[src/rtl/reg_write_ctrl_pkg.sv]
// Shared register-file constants and types used by the write controller,
// the register file itself and the read-side decoders.
package reg_write_ctrl_pkg;

    localparam int REG_ID_W = 4;
    localparam int NUM_REGS = 16;
    localparam int DATA_W   = 16;

    // R0 is hard-wired to zero, so writes targeting it are dropped.
    localparam logic [REG_ID_W-1:0] R0_ID = 4'd0;

    typedef logic [REG_ID_W-1:0] reg_id_t;
    typedef logic [DATA_W-1:0]   reg_data_t;
    typedef logic [NUM_REGS-1:0] reg_mask_t;

    // One queued write-back: destination register and its data.
    typedef struct packed {
        reg_id_t   id;
        reg_data_t data;
    } wr_entry_t;

    // Converts a register id into a one-hot register mask.
    function automatic reg_mask_t id_onehot(input reg_id_t id);
        reg_mask_t mask;
        mask     = '0;
        mask[id] = 1'b1;
        return mask;
    endfunction

endpackage

[src/rtl/reg_write_ctrl_decoder.sv]
// Gated 4-to-16 one-hot decoder driving the register file write wordlines.
module write_decoder_4_16
    import reg_write_ctrl_pkg::*;
(
    input  logic [REG_ID_W-1:0] RegId,
    input  logic                En,
    output logic [NUM_REGS-1:0] Wordline
);

    // With the enable low every wordline stays low so no register is written.
    assign Wordline = En ? id_onehot(RegId) : '0;

endmodule

[src/rtl/reg_write_ctrl.sv]
// Write-side port controller for the register file. Write-back requests are
// buffered in a small FIFO and drained one per cycle as a one-hot wordline
// plus data. A pending mask of queued destinations lets decode spot
// read-after-write hazards against writes that have not landed yet.
module reg_write_ctrl
    import reg_write_ctrl_pkg::*;
#(
    parameter int DEPTH = 2
)
(
    input  logic                clk,
    input  logic                rst,
    input  logic                wr_req_valid,
    output logic                wr_req_ready,
    input  logic [REG_ID_W-1:0] wr_req_id,
    input  logic [DATA_W-1:0]   wr_req_data,
    input  logic                wr_stall,
    output logic [NUM_REGS-1:0] Wordline,
    output logic [DATA_W-1:0]   WriteData,
    input  logic [REG_ID_W-1:0] rd_id1,
    input  logic [REG_ID_W-1:0] rd_id2,
    output logic                rd_pending1,
    output logic                rd_pending2,
    output logic [NUM_REGS-1:0] pending_mask
);

    localparam int PTR_W = $clog2(DEPTH);
    localparam int CNT_W = PTR_W + 1;
    localparam logic [CNT_W-1:0] FULL_COUNT = CNT_W'(DEPTH);

    wr_entry_t        fifo_mem [DEPTH];
    logic [DEPTH-1:0] entry_valid;
    logic [PTR_W-1:0] wr_ptr;
    logic [PTR_W-1:0] rd_ptr;
    logic [CNT_W-1:0] count;
    logic             fifo_empty;
    logic             enq_fire;
    logic             deq_fire;
    wr_entry_t        head;

    // Ready looks only at the registered count, so a drain in the same cycle
    // never reopens a full FIFO and wr_stall has no path to ready.
    assign wr_req_ready = (count != FULL_COUNT);
    assign fifo_empty   = (count == '0);

    // R0 writes complete the handshake but are never stored.
    assign enq_fire = wr_req_valid && wr_req_ready && (wr_req_id != R0_ID);
    assign deq_fire = !fifo_empty && !wr_stall;
    assign head     = fifo_mem[rd_ptr];

    // Entry storage is written on accepted requests; stale contents are
    // harmless because validity is tracked separately and cleared on reset.
    always_ff @(posedge clk) begin
        if (enq_fire) begin
            fifo_mem[wr_ptr] <= '{id: wr_req_id, data: wr_req_data};
        end
    end

    // Pointers, occupancy and per-entry valid bits; drain and fill can happen
    // in the same cycle, and they never touch the same slot since that would
    // need the FIFO to be both empty and full.
    always_ff @(posedge clk) begin
        if (rst) begin
            wr_ptr      <= '0;
            rd_ptr      <= '0;
            count       <= '0;
            entry_valid <= '0;
        end else begin
            if (deq_fire) begin
                entry_valid[rd_ptr] <= 1'b0;
                rd_ptr              <= rd_ptr + 1'b1;
            end
            if (enq_fire) begin
                entry_valid[wr_ptr] <= 1'b1;
                wr_ptr              <= wr_ptr + 1'b1;
            end
            if (enq_fire && !deq_fire) begin
                count <= count + 1'b1;
            end else if (!enq_fire && deq_fire) begin
                count <= count - 1'b1;
            end
        end
    end

    // Pending mask is the union of the destinations of every queued entry,
    // including the head that may be draining this cycle.
    always_comb begin
        pending_mask = '0;
        for (int i = 0; i < DEPTH; i++) begin
            if (entry_valid[i]) begin
                pending_mask = pending_mask | id_onehot(fifo_mem[i].id);
            end
        end
    end

    assign rd_pending1 = (rd_id1 != R0_ID) && pending_mask[rd_id1];
    assign rd_pending2 = (rd_id2 != R0_ID) && pending_mask[rd_id2];

    write_decoder_4_16 u_drain_decoder (
        .RegId    (head.id),
        .En       (deq_fire),
        .Wordline (Wordline)
    );

    assign WriteData = deq_fire ? head.data : '0;

endmodule

[config.mk]
export PLATFORM = sky130hd
export DESIGN_NAME = reg_write_ctrl
export DESIGN_NICKNAME = d
export VERILOG_FILES = /design/src/rtl/reg_write_ctrl_pkg.sv /design/src/rtl/reg_write_ctrl_decoder.sv /design/src/rtl/reg_write_ctrl.sv
export SDC_FILE = /design/constraint.sdc
export NUM_CORES = 1
export LEC_CHECK = 0
export CAP_MARGIN = 20
export CORE_UTILIZATION = 35
export DETAILED_ROUTE_END_ITERATION = 6
export MAX_ROUTING_LAYER = met4
export SLEW_MARGIN = 40
export SYNTH_ARGS = -nofsm -noshare
export SYNTH_HDL_FRONTEND = slang
export SYNTH_SLANG_ARGS = --single-unit
[constraint.sdc]
create_clock -name clk -period 2.9 [get_ports clk]
set_input_delay 0.58 -clock clk [delete_from_list [all_inputs] [get_ports clk]]
set_output_delay 0.58 -clock clk [all_outputs]
set_load 0.005 [all_outputs]
# Yosys cells after proc, flatten, opt, wreduce, memory -nomap -nowiden
# Memories as Yosys holds them, arrays and structs flattened. A register that Yosys moved wholly into a read port is not among the register bits.
# Index checks and enable logic that the tools add are counted.
classes:
  n_mux: 27
  bitwise: 4
  magnitude_cmp: 12
  reduce_logical: 21
  n_eq_ne: 1
  addsub: 4
ops:
  columns: ["op", "count"]
  rows:
  - ["two-way mux 16 bit", 4]
  - ["< comparator 4 x 5 -> 1 bit, second input constant", 5]
  - ["OR 16 bit", 1]
  - ["demux 1 bit (select 4 bit)", 3]
  - ["greater-or-equal comparator 4 x 1 -> 1 bit, second input constant", 3]
  - ["logical AND 1 bit", 12]
  - ["nonzero test 4 bit", 3]
  - ["two-way mux 1 bit", 11]
  - ["two-way mux 2 bit", 5]
  - ["binary-select mux 1 bit (select 4 bit)", 2]
  - ["zero test 1 bit", 4]
  - ["< comparator 1 x 2 -> 1 bit, second input constant", 2]
  - ["adder 1 bit, second input constant", 2]
  - ["adder 2 x 1 -> 2 bit, second input constant", 1]
  - ["bitwise AND 2 bit", 1]
  - ["demux 1 bit (select 1 bit)", 2]
  - ["greater-or-equal comparator 1 bit, second input constant", 2]
  - ["zero test 2 bit", 1]
  - ["inequality test 2 bit, second input constant", 1]
  - ["NOT 2 bit", 1]
  - ["OR 2 bit", 1]
  - ["nonzero test 2 bit", 1]
  - ["subtractor 2 x 1 -> 2 bit, second input constant", 1]
totals:
  register_bits: 6
  output_inout_bits: 51
  in_bits: 32
  ram_bits: 40
  word_cells: 74
  n_memories: 1
mem_list:
  columns: ["memory", "depth", "width", "read_ports", "rd_clocked_by_memory_dff", "write_ports", "line_no", "text"]
  rows:
  - ["fifo_mem", 2, 20, 3, 1, 1, "reg_write_ctrl.sv:31", "wr_entry_t fifo_mem [DEPTH];"]

# Longest topological paths before layout
# Gate-level depths: netlist of run 1.
depth:
  word_depth: 10
  mapped_depth: 8

# Cells and area by module
# Synthesis of run 1 repeated with hierarchy kept, for this count alone.
hier_totals:
  cells_unflattened: 206
  area_unflattened_um2: 2453.6
modules_own_cells:
  columns: ["module", "instances", "area_per_inst_um2", "cells_each"]
  rows:
  - ["reg_write_ctrl", 1, 2336.0, 183]
  - ["write_decoder_4_16", 1, 117.6, 23]

# Worst setup path before layout of run 1
# No wires, ideal clock.
synth_path:
  path_type: "input-to-reg"
  startpoint: "input port wr_stall"
  endpoint: "register count[1]"
  path_buffers: 1
  setup_time_ns: 0.070
  path_stages: 6
  required_time_ns: 2.830
  arrival_time_ns: 2.204
  setup_slack_ns: 0.626
  path_cell_list: "nor2_1 > clkinv_1 > clkbuf_1 > ha_1 > or3_1 > a21oi_1"
synth_between:
  elab_chain_cells: 5
synth_rtl:
  columns: ["element", "line_no", "text"]
  rows:
  - ["start: declaration", "reg_write_ctrl.sv:17", "input logic wr_stall,"]
  - ["zero test 1 bit *", "reg_write_ctrl.sv:48", "assign deq_fire = !fifo_empty && !wr_stall;"]
  - ["logical AND 1 bit *", "reg_write_ctrl.sv:48", null]
  - ["zero test 1 bit", "reg_write_ctrl.sv:77", "if (enq_fire && !deq_fire) begin"]
  - ["logical AND 1 bit", "reg_write_ctrl.sv:77", null]
  - ["two-way mux 2 bit or nonzero test 2 bit (tied branches)", null, null]
  - ["end signal: assignment", "reg_write_ctrl.sv:78", "count <= count + 1'b1;"]
  - ["end signal: assignment", "reg_write_ctrl.sv:80", "count <= count - 1'b1;"]
  - ["end: declaration", "reg_write_ctrl.sv:35", "logic [CNT_W-1:0] count;"]
# Every way passes the cells marked *; elsewhere a longest branch is shown, timed or not.
# A chain may end at the register's enable or synchronous reset.

==> run_results.csv, run 1 <==
group,metric,value,unit
worst_setup_path,cp_slowest_cell,"edfxtp_1",
global_routing,grt_use_met1,0.218,
logic_synthesis,synthFlopType,"edfxtp_1",
die,pin_count,83,
hold_path,holdPathEnd,"count[1]$_SDFFE_PP0P_",
drt,wl,6610,um
drt,wl_per_cell,15.7,um
global_routing,antenna_found_initial,0,
worst_setup_path,cp_top_family,"compound AO/OA/AOI/OAI gates",
global_routing,use_met3,0.0370,
cells_and_area,drive_gt1_frac,0.203,
global_routing,first_global_vias,2144,
clock_tree,clockBufferDepth,2,
logic_synthesis,synth_cell_types,44,
hold_path,hold_class,"register to register",
sta,finalCriticalPeriod,2.81,ns
worst_setup_path,r2r_end,"count[1]$_SDFFE_PP0P_",
cells_and_area,final_common_cell,"clkdlybuf4s50_1",
clock_tree,clk_latency,0.29,ns
logic_synthesis,synth-async-reset-ratio,0,
sta,setup_viol,0,
cells_and_area,area_growth,59.1,%
sta,rsz0062_at_grt,"no",
worst_setup_path,crit_top_cell,"buf_4",
cells_and_area,final_cell_mix,"clkdlybuf4s50_1 (80), nor2_1 (47), edfxtp_1 (40), buf_4 (40), mux2i_1 (21)",
hold_path,hold_depth,2,
logic_synthesis,ys_ff_latch,47,
clock_tree,htree_levels,2,
worst_setup_path,worstReg2RegStart,"count[0]$_SDFFE_PP0P_",
logic_synthesis,ys_seq_area_frac,0.553,
clock_tree,cts_sinks,47,
power,ir_drop,354,uV
logic_synthesis,syn-instance-count,221,
global_routing,grt_max_degree,16,
sta,worst_clock_skew,0.00533,ns
logic_synthesis,synth_nets,254,
placed_design,port_buffers,82,
drt,ant_nets,0,
clock_tree,clk_pin_slew,0.08,ns
global_routing,grt_usage,0.187,
sta,drv_slew,0,
logic_synthesis,yosysWarnings,0,
die,die_y,85.2,um
die,core,6530,um2
logic_synthesis,synth_edf_count,40,
power,seqPwrFrac,0.391,
worst_setup_path,ff2ff_path_depth,8,
drt,viasPerCell,5.23,
die,dieWidth,85.2,um
sta,hold_ws,0.520,ns
power,power_density,609,nW/um2
global_routing,gr-total-overflow,0,
clock_tree,numCtsBuffers,5,
worst_setup_path,worstPathArrival,2.23,ns
worst_setup_path,critPathLaunchType,"register",
clock_tree,clockRootBuffer,"clkbuf_8",
cells_and_area,stdcell_count,422,
run,max_cap_viol_count,0,
placed_design,globalplace.congestion,0.889,
logic_synthesis,netlist_top_cells_area,"edfxtp_1 (50%), mux2i_1 (8.7%), nor2_1 (7.3%), dfxtp_1 (5.8%), o22ai_1 (4.1%)",
drt,drtPass1Iterations,4,
worst_setup_path,crit_path_max_fanout,4,
worst_setup_path,max_stage_delay,0.42,ns
worst_setup_path,critical_path_class,"register to output port",
sta,maxSlewHeadroom,0.684,
die,die_area,7270,um2
logic_synthesis,syn_avg_cell_area,11.0,um2
run_status,outcome,"completed",
clock_tree,cts_hold_repair.buffers,0,
cells_and_area,layout.nets,377,
worst_setup_path,path_cells,"buf_4 -> nand3b_1 -> o22ai_2 -> buf_4 -> mux2i_1 -> o31ai_1 -> a211o_1 -> dlygate4sd2_1",
logic_synthesis,synth_top_cell_by_area,"edfxtp_1",
sta,hold_viol,0,
power,pwr-share-comb,0.374,
worst_setup_path,worst_setup_path_end_kind,"output port",
power,power_frac_clock,0.235,
die,rows,29,
logic_synthesis,netlist_area,2420,um2
sta,fmax,0.356,GHz
global_routing,grt_pass1_wl,10200,um
hold_path,hp-start,"count[1]$_SDFFE_PP0P_",
worst_setup_path,crit_required,2.32,ns
sta,tightest_slew,0.469,ns
drt,drtIter0Drc,74,
worst_setup_path,path_buf_inv,3,
sta,min_period_over_period,0.969,
placed_design,placed_cells,398,
global_routing,met2_usage,0.325,
drt,vias,2208,
placed_design,dp_hpwl,4720,um
cells_and_area,fillerInstances,565,
cells_and_area,antennaDiodeCount,0,
global_routing,grt.busiest_layer,"met2",
worst_setup_path,r2r_slack,1.03,ns
drt,drc,0,
die,start_util,0.371,
clock_tree,cts_tree,"built",
power,swShare,0.298,
power,power_switching,699,uW
power,p_int,1650,uW
power,leakagePower,0.00134,uW
logic_synthesis,synth_top_cell_area_share,0.495,
[synth_stat cells (all sizes together) (3+ instances only)]
library cell  count
nor2             47
mux2i            21
edfxtp           40
nand2            11
o21ai             6
nand3             6
clkbuf            5
nand3b            8
nand2b            6
a21oi             3
inv               3
buf               3
dfxtp             7
a31oi             3
o22ai            18
[registers in the layout (all words and copies together) (netlist names), named ones only]
register	cells
fifo_mem	40
count	2
entry_valid	2
rd_ptr	1
wr_ptr	1
[layer usage]
layer / wire length, um / share of wire
met1: 2840 / 0.43
met3: 277 / 0.042
met4: 77 / 0.012
met2: 3410 / 0.52
met5: 0 / 0
[per-stage QoR]
stage / setup slack (ns) / instance area [um2] / total power, uW / TNS (ns) / utilization
after detailed placement: -0.0307 / 3510 / 1760 / -0.0475 / 0.537
after global routing: 0.0240 / 3860 / 2480 / 0 / 0.591
final: 0.0886 / 3860 / 2350 / 0 / 0.591
after CTS: 0.000366 / 3780 / 2350 / 0 / 0.579
after floorplan: 0.626 / 2420 / 1360 / 0 / -
after global placement: -0.0188 / 3510 / 1750 / -0.0188 / 0.537
[worst reg2reg max path, cell delays in order (launching register included)]
cell      delay [ns]
dfxtp_1         0.39
nor2_1          0.06
nor2_1          0.09
buf_4           0.16
clkinv_1        0.09
buf_4           0.18
ha_1            0.33
or3_1           0.37
a21oi_1         0.13
[what timing repair did]
item / CTS / global route
endpoints found under the setup margin: 2 / 1
resized for setup: 17 / 5
buffers inserted: 7 / 9
gates cloned: 0 / 0
pin swaps: 9 / 7
[cell families after synthesis]
group	count (synthesis)	synth area share
multiplexers	23	0.105
buffers and inverters	12	0.0196
XOR/XNOR	4	0.0145
AO/OA/AOI/OAI	41	0.118
flip-flops	47	0.553
AND/OR/NAND/NOR	93	0.185
adder cells (fa/ha/maj)	1	0.00516
[layout make-up]
cell class	instances	area (um2)	area share
flip-flops and latches	47	1340	0.348
clock buffers	5	68.8	0.0178
clock inverters	3	67.6	0.0175
repair buffers	124	1140	0.295
inverters	4	15.0	0.00389
well taps	77	96.3	0.0250
multi-input cells	162	1130	0.293
[worst max-delay path by stage]
stage	from	to	slack, ns	cells past startpoint
after detailed placement	rd_id2[0]	rd_pending2	-0.03	5
after CTS	fifo_mem[0][17]$_DFFE_PP_	rd_pending2	0.0004	7
after floorplan	wr_stall	count[1]$_SDFFE_PP0P_	0.63	6
after global placement	rd_id2[0]	rd_pending2	-0.02	5
final	fifo_mem[0][17]$_DFFE_PP_	rd_pending1	0.09	8
after global routing	fifo_mem[0][17]$_DFFE_PP_	rd_pending1	0.02	8
[power by group through the flow]
| stage | registers [uW] | logic (uW) | clock network [uW] |
|---|---|---|---|
| 3_3_place_gp | 931 | 824 | 0 |
| 5_1_grt | 933 | 954 | 592 |
| 6_report | 918 | 879 | 553 |
| 3_5_place_dp | 933 | 824 | 0 |
| 2_1_floorplan | 926 | 432 | 0 |
| 4_1_cts | 919 | 860 | 569 |
Note: power is estimated with default switching activity, not from simulation.
==> inputs of run 2 (changes only) <==
--- a/config.mk
+++ b/config.mk
@@ -6,9 +6,10 @@
 export NUM_CORES = 1
 export LEC_CHECK = 0
 export CAP_MARGIN = 20
-export CORE_UTILIZATION = 35
+export CORE_UTILIZATION = 38
 export DETAILED_ROUTE_END_ITERATION = 6
 export MAX_ROUTING_LAYER = met4
+export PLACE_DENSITY = 0.69
 export SLEW_MARGIN = 40
 export SYNTH_ARGS = -nofsm -noshare
 export SYNTH_HDL_FRONTEND = slang
==> run 2 against run 1 <==
Clock power down 32%. Clock skew up 0.00067 ns. Via count down 0.59%. Critical endpoint unchanged. Die area down 7.7%. Global-route usage up 1.8 points. Combinational power down 4.1%. Highest routed layer unchanged.
==> run_results.csv, run 2 (synthesis gave the netlist of run 1 again) <==
group,metric,value,unit
placed_design,dp_hpwl,4710,um
die,pin_count,83,
drt,drtIter0Drc,91,
drt,drtPass1Iterations,4,
die,core,6030,um2
run,max_cap_viol_count,0,
cells_and_area,largest_register,"fifo_mem",
worst_setup_path,crit_path_max_fanout,4,
global_routing,grt_usage,0.206,
worst_setup_path,path_buf_inv,2,
placed_design,globalplace.congestion,0.861,
clock_tree,clockBufferDepth,2,
cells_and_area,layout.nets,368,
cells_and_area,fillerInstances,488,
drt,vias,2195,
clock_tree,clockRootBuffer,"clkbuf_8",
die,die_y,81.9,um
placed_design,port_buffers,82,
cells_and_area,drive_gt1_frac,0.179,
worst_setup_path,worst_setup_path_end_kind,"output port",
sta,min_period_over_period,0.969,
clock_tree,clk_latency,0.29,ns
die,die_area,6700,um2
cells_and_area,seqCellArea,1340,um2
worst_setup_path,worstPathArrival,2.23,ns
sta,maxSlewHeadroom,0.575,
cells_and_area,reg_top3,"fifo_mem (40), count (2), entry_valid (2)",
worst_setup_path,cp_top_family,"compound AO/OA/AOI/OAI gates",
die,dieWidth,81.9,um
drt,ant_nets,0,
sta,drv_slew,0,
cells_and_area,final_area,3730,um2
cells_and_area,multiInputGateArea,1130,um2
global_routing,grt_pass1_wl,10100,um
die,start_util,0.402,
worst_setup_path,path_cells,"or3b_4 -> buf_4 -> o22ai_4 -> mux2i_1 -> a311oi_1 -> a211o_1 -> dlygate4sd2_1",
sta,setup_viol,0,
clock_tree,numCtsBuffers,5,
global_routing,grt_max_degree,22,
sta,tightest_slew,0.636,ns
power,ir_drop,381,uV
run_status,outcome,"completed",
worst_setup_path,crit_required,2.32,ns
hold_path,hold_class,"register to register",
worst_setup_path,critPathLaunchType,"register",
sta,finalCriticalPeriod,2.81,ns
cells_and_area,largest_register_ffs,40,
drt,wl_per_cell,16.1,um
placed_design,placed_area,3490,um2
cells_and_area,antennaDiodeCount,0,
cells_and_area,final_common_cell,"clkdlybuf4s50_1",
sta,hold_viol,0,
cells_and_area,final_cell_mix,"clkdlybuf4s50_1 (79), nor2_1 (47), edfxtp_1 (40)",
power,power_density,574,nW/um2
power,leakagePower,0.00129,uW
worst_setup_path,max_stage_delay,0.46,ns
drt,drc,0,
sta,fmax,0.356,GHz
drt,wl,6620,um
clock_tree,clk_pin_slew,0.08,ns
clock_tree,cts_sinks,47,
clock_tree,htree_levels,2,
cells_and_area,area_growth,53.9,%
drt,viasPerCell,5.34,
global_routing,antenna_found_initial,0,
global_routing,gr-total-overflow,0,
clock_tree,cts_tree,"built",
sta,worst_clock_skew,0.00600,ns
power,power,2140,uW
global_routing,first_global_vias,2186,
worst_setup_path,cp_slowest_cell,"or3b_4",
die,rows,28,
worst_setup_path,critical_path_class,"register to output port",
run 2: cell types whose count changed in the layout (fill, tap and decap cells not counted), sizes merged:
cell / previous run / this run
clkdlybuf4s50: 80 / 79
clkbuf: 6 / 7
bufinv: 2 / 0
dlymetal6s2s: 0 / 1
buf: 42 / 33
clkinv: 1 / 2
run 2: stage by stage:
stage | utilization | setup slack, ns | TNS, ns | hold WS, ns | cells
floorplan | - | 0.626 | 0 | 0.466 | 221
global placement | 0.579 | -0.0262 | -0.0495 | 0.490 | 394
detailed placement | 0.580 | -0.0346 | -0.0514 | 0.511 | 394
CTS | 0.609 | 0.00689 | 0 | 0.525 | 406
global route | 0.619 | -0.0131 | -0.0131 | 0.563 | 411
finish | 0.619 | 0.0909 | 0 | 0.526 | 411
run 2: layout make-up:
type,instances,area share
Tap cell,75,0.0251
Clock inverter,2,0.00335
Multi-Input combinational cell,162,0.302
Inverter,4,0.00402
Timing Repair Buffer,115,0.286
Clock buffer,6,0.0194
Sequential cell,47,0.359
run 2: report_power, final:
part           switching (uW)  total (uW)  leakage (uW)  internal [uW]
clock                     207         376     0.0000412            169
sequential               58.2         922      0.000430            864
combinational             424         843      0.000815            419
total                     689        2140       0.00129           1450
run 2: worst paths after layout:
check | start | endpoint | slack (ns) | cells past startpoint
worst max-delay path | fifo_mem[0][16]$_DFFE_PP_ | rd_pending1 | 0.09 | 7
worst min-delay path | count[1]$_SDFFE_PP0P_ | count[1]$_SDFFE_PP0P_ | 0.53 | 2
worst max register to register | count[0]$_SDFFE_PP0P_ | fifo_mem[1][1]$_DFFE_PP_ | 1.07 | 4
worst min register to register | count[1]$_SDFFE_PP0P_ | count[1]$_SDFFE_PP0P_ | 0.53 | 2
run 2: layer usage:
metal  track usage  routed length, um  vias up
li1              -                  -     1061
met1         0.226               2680     1024
met2         0.359               3400      102
met3        0.0400                456        8
met4        0.0930                 90        0
met5             -                  0        -
run 2: tightest hold or removal path: cells and delay by family (launching register included):
family,cells,cell delay [ns]
AO/OA/AOI/OAI,2,0.14
flip-flops,1,0.34
run 2: repair_timing:
item	in CTS	in global routing
hold buffers	0	0
pin swaps	7	4
setup buffers	4	5
resized for setup	13	8
endpoints found under the setup margin	2	2
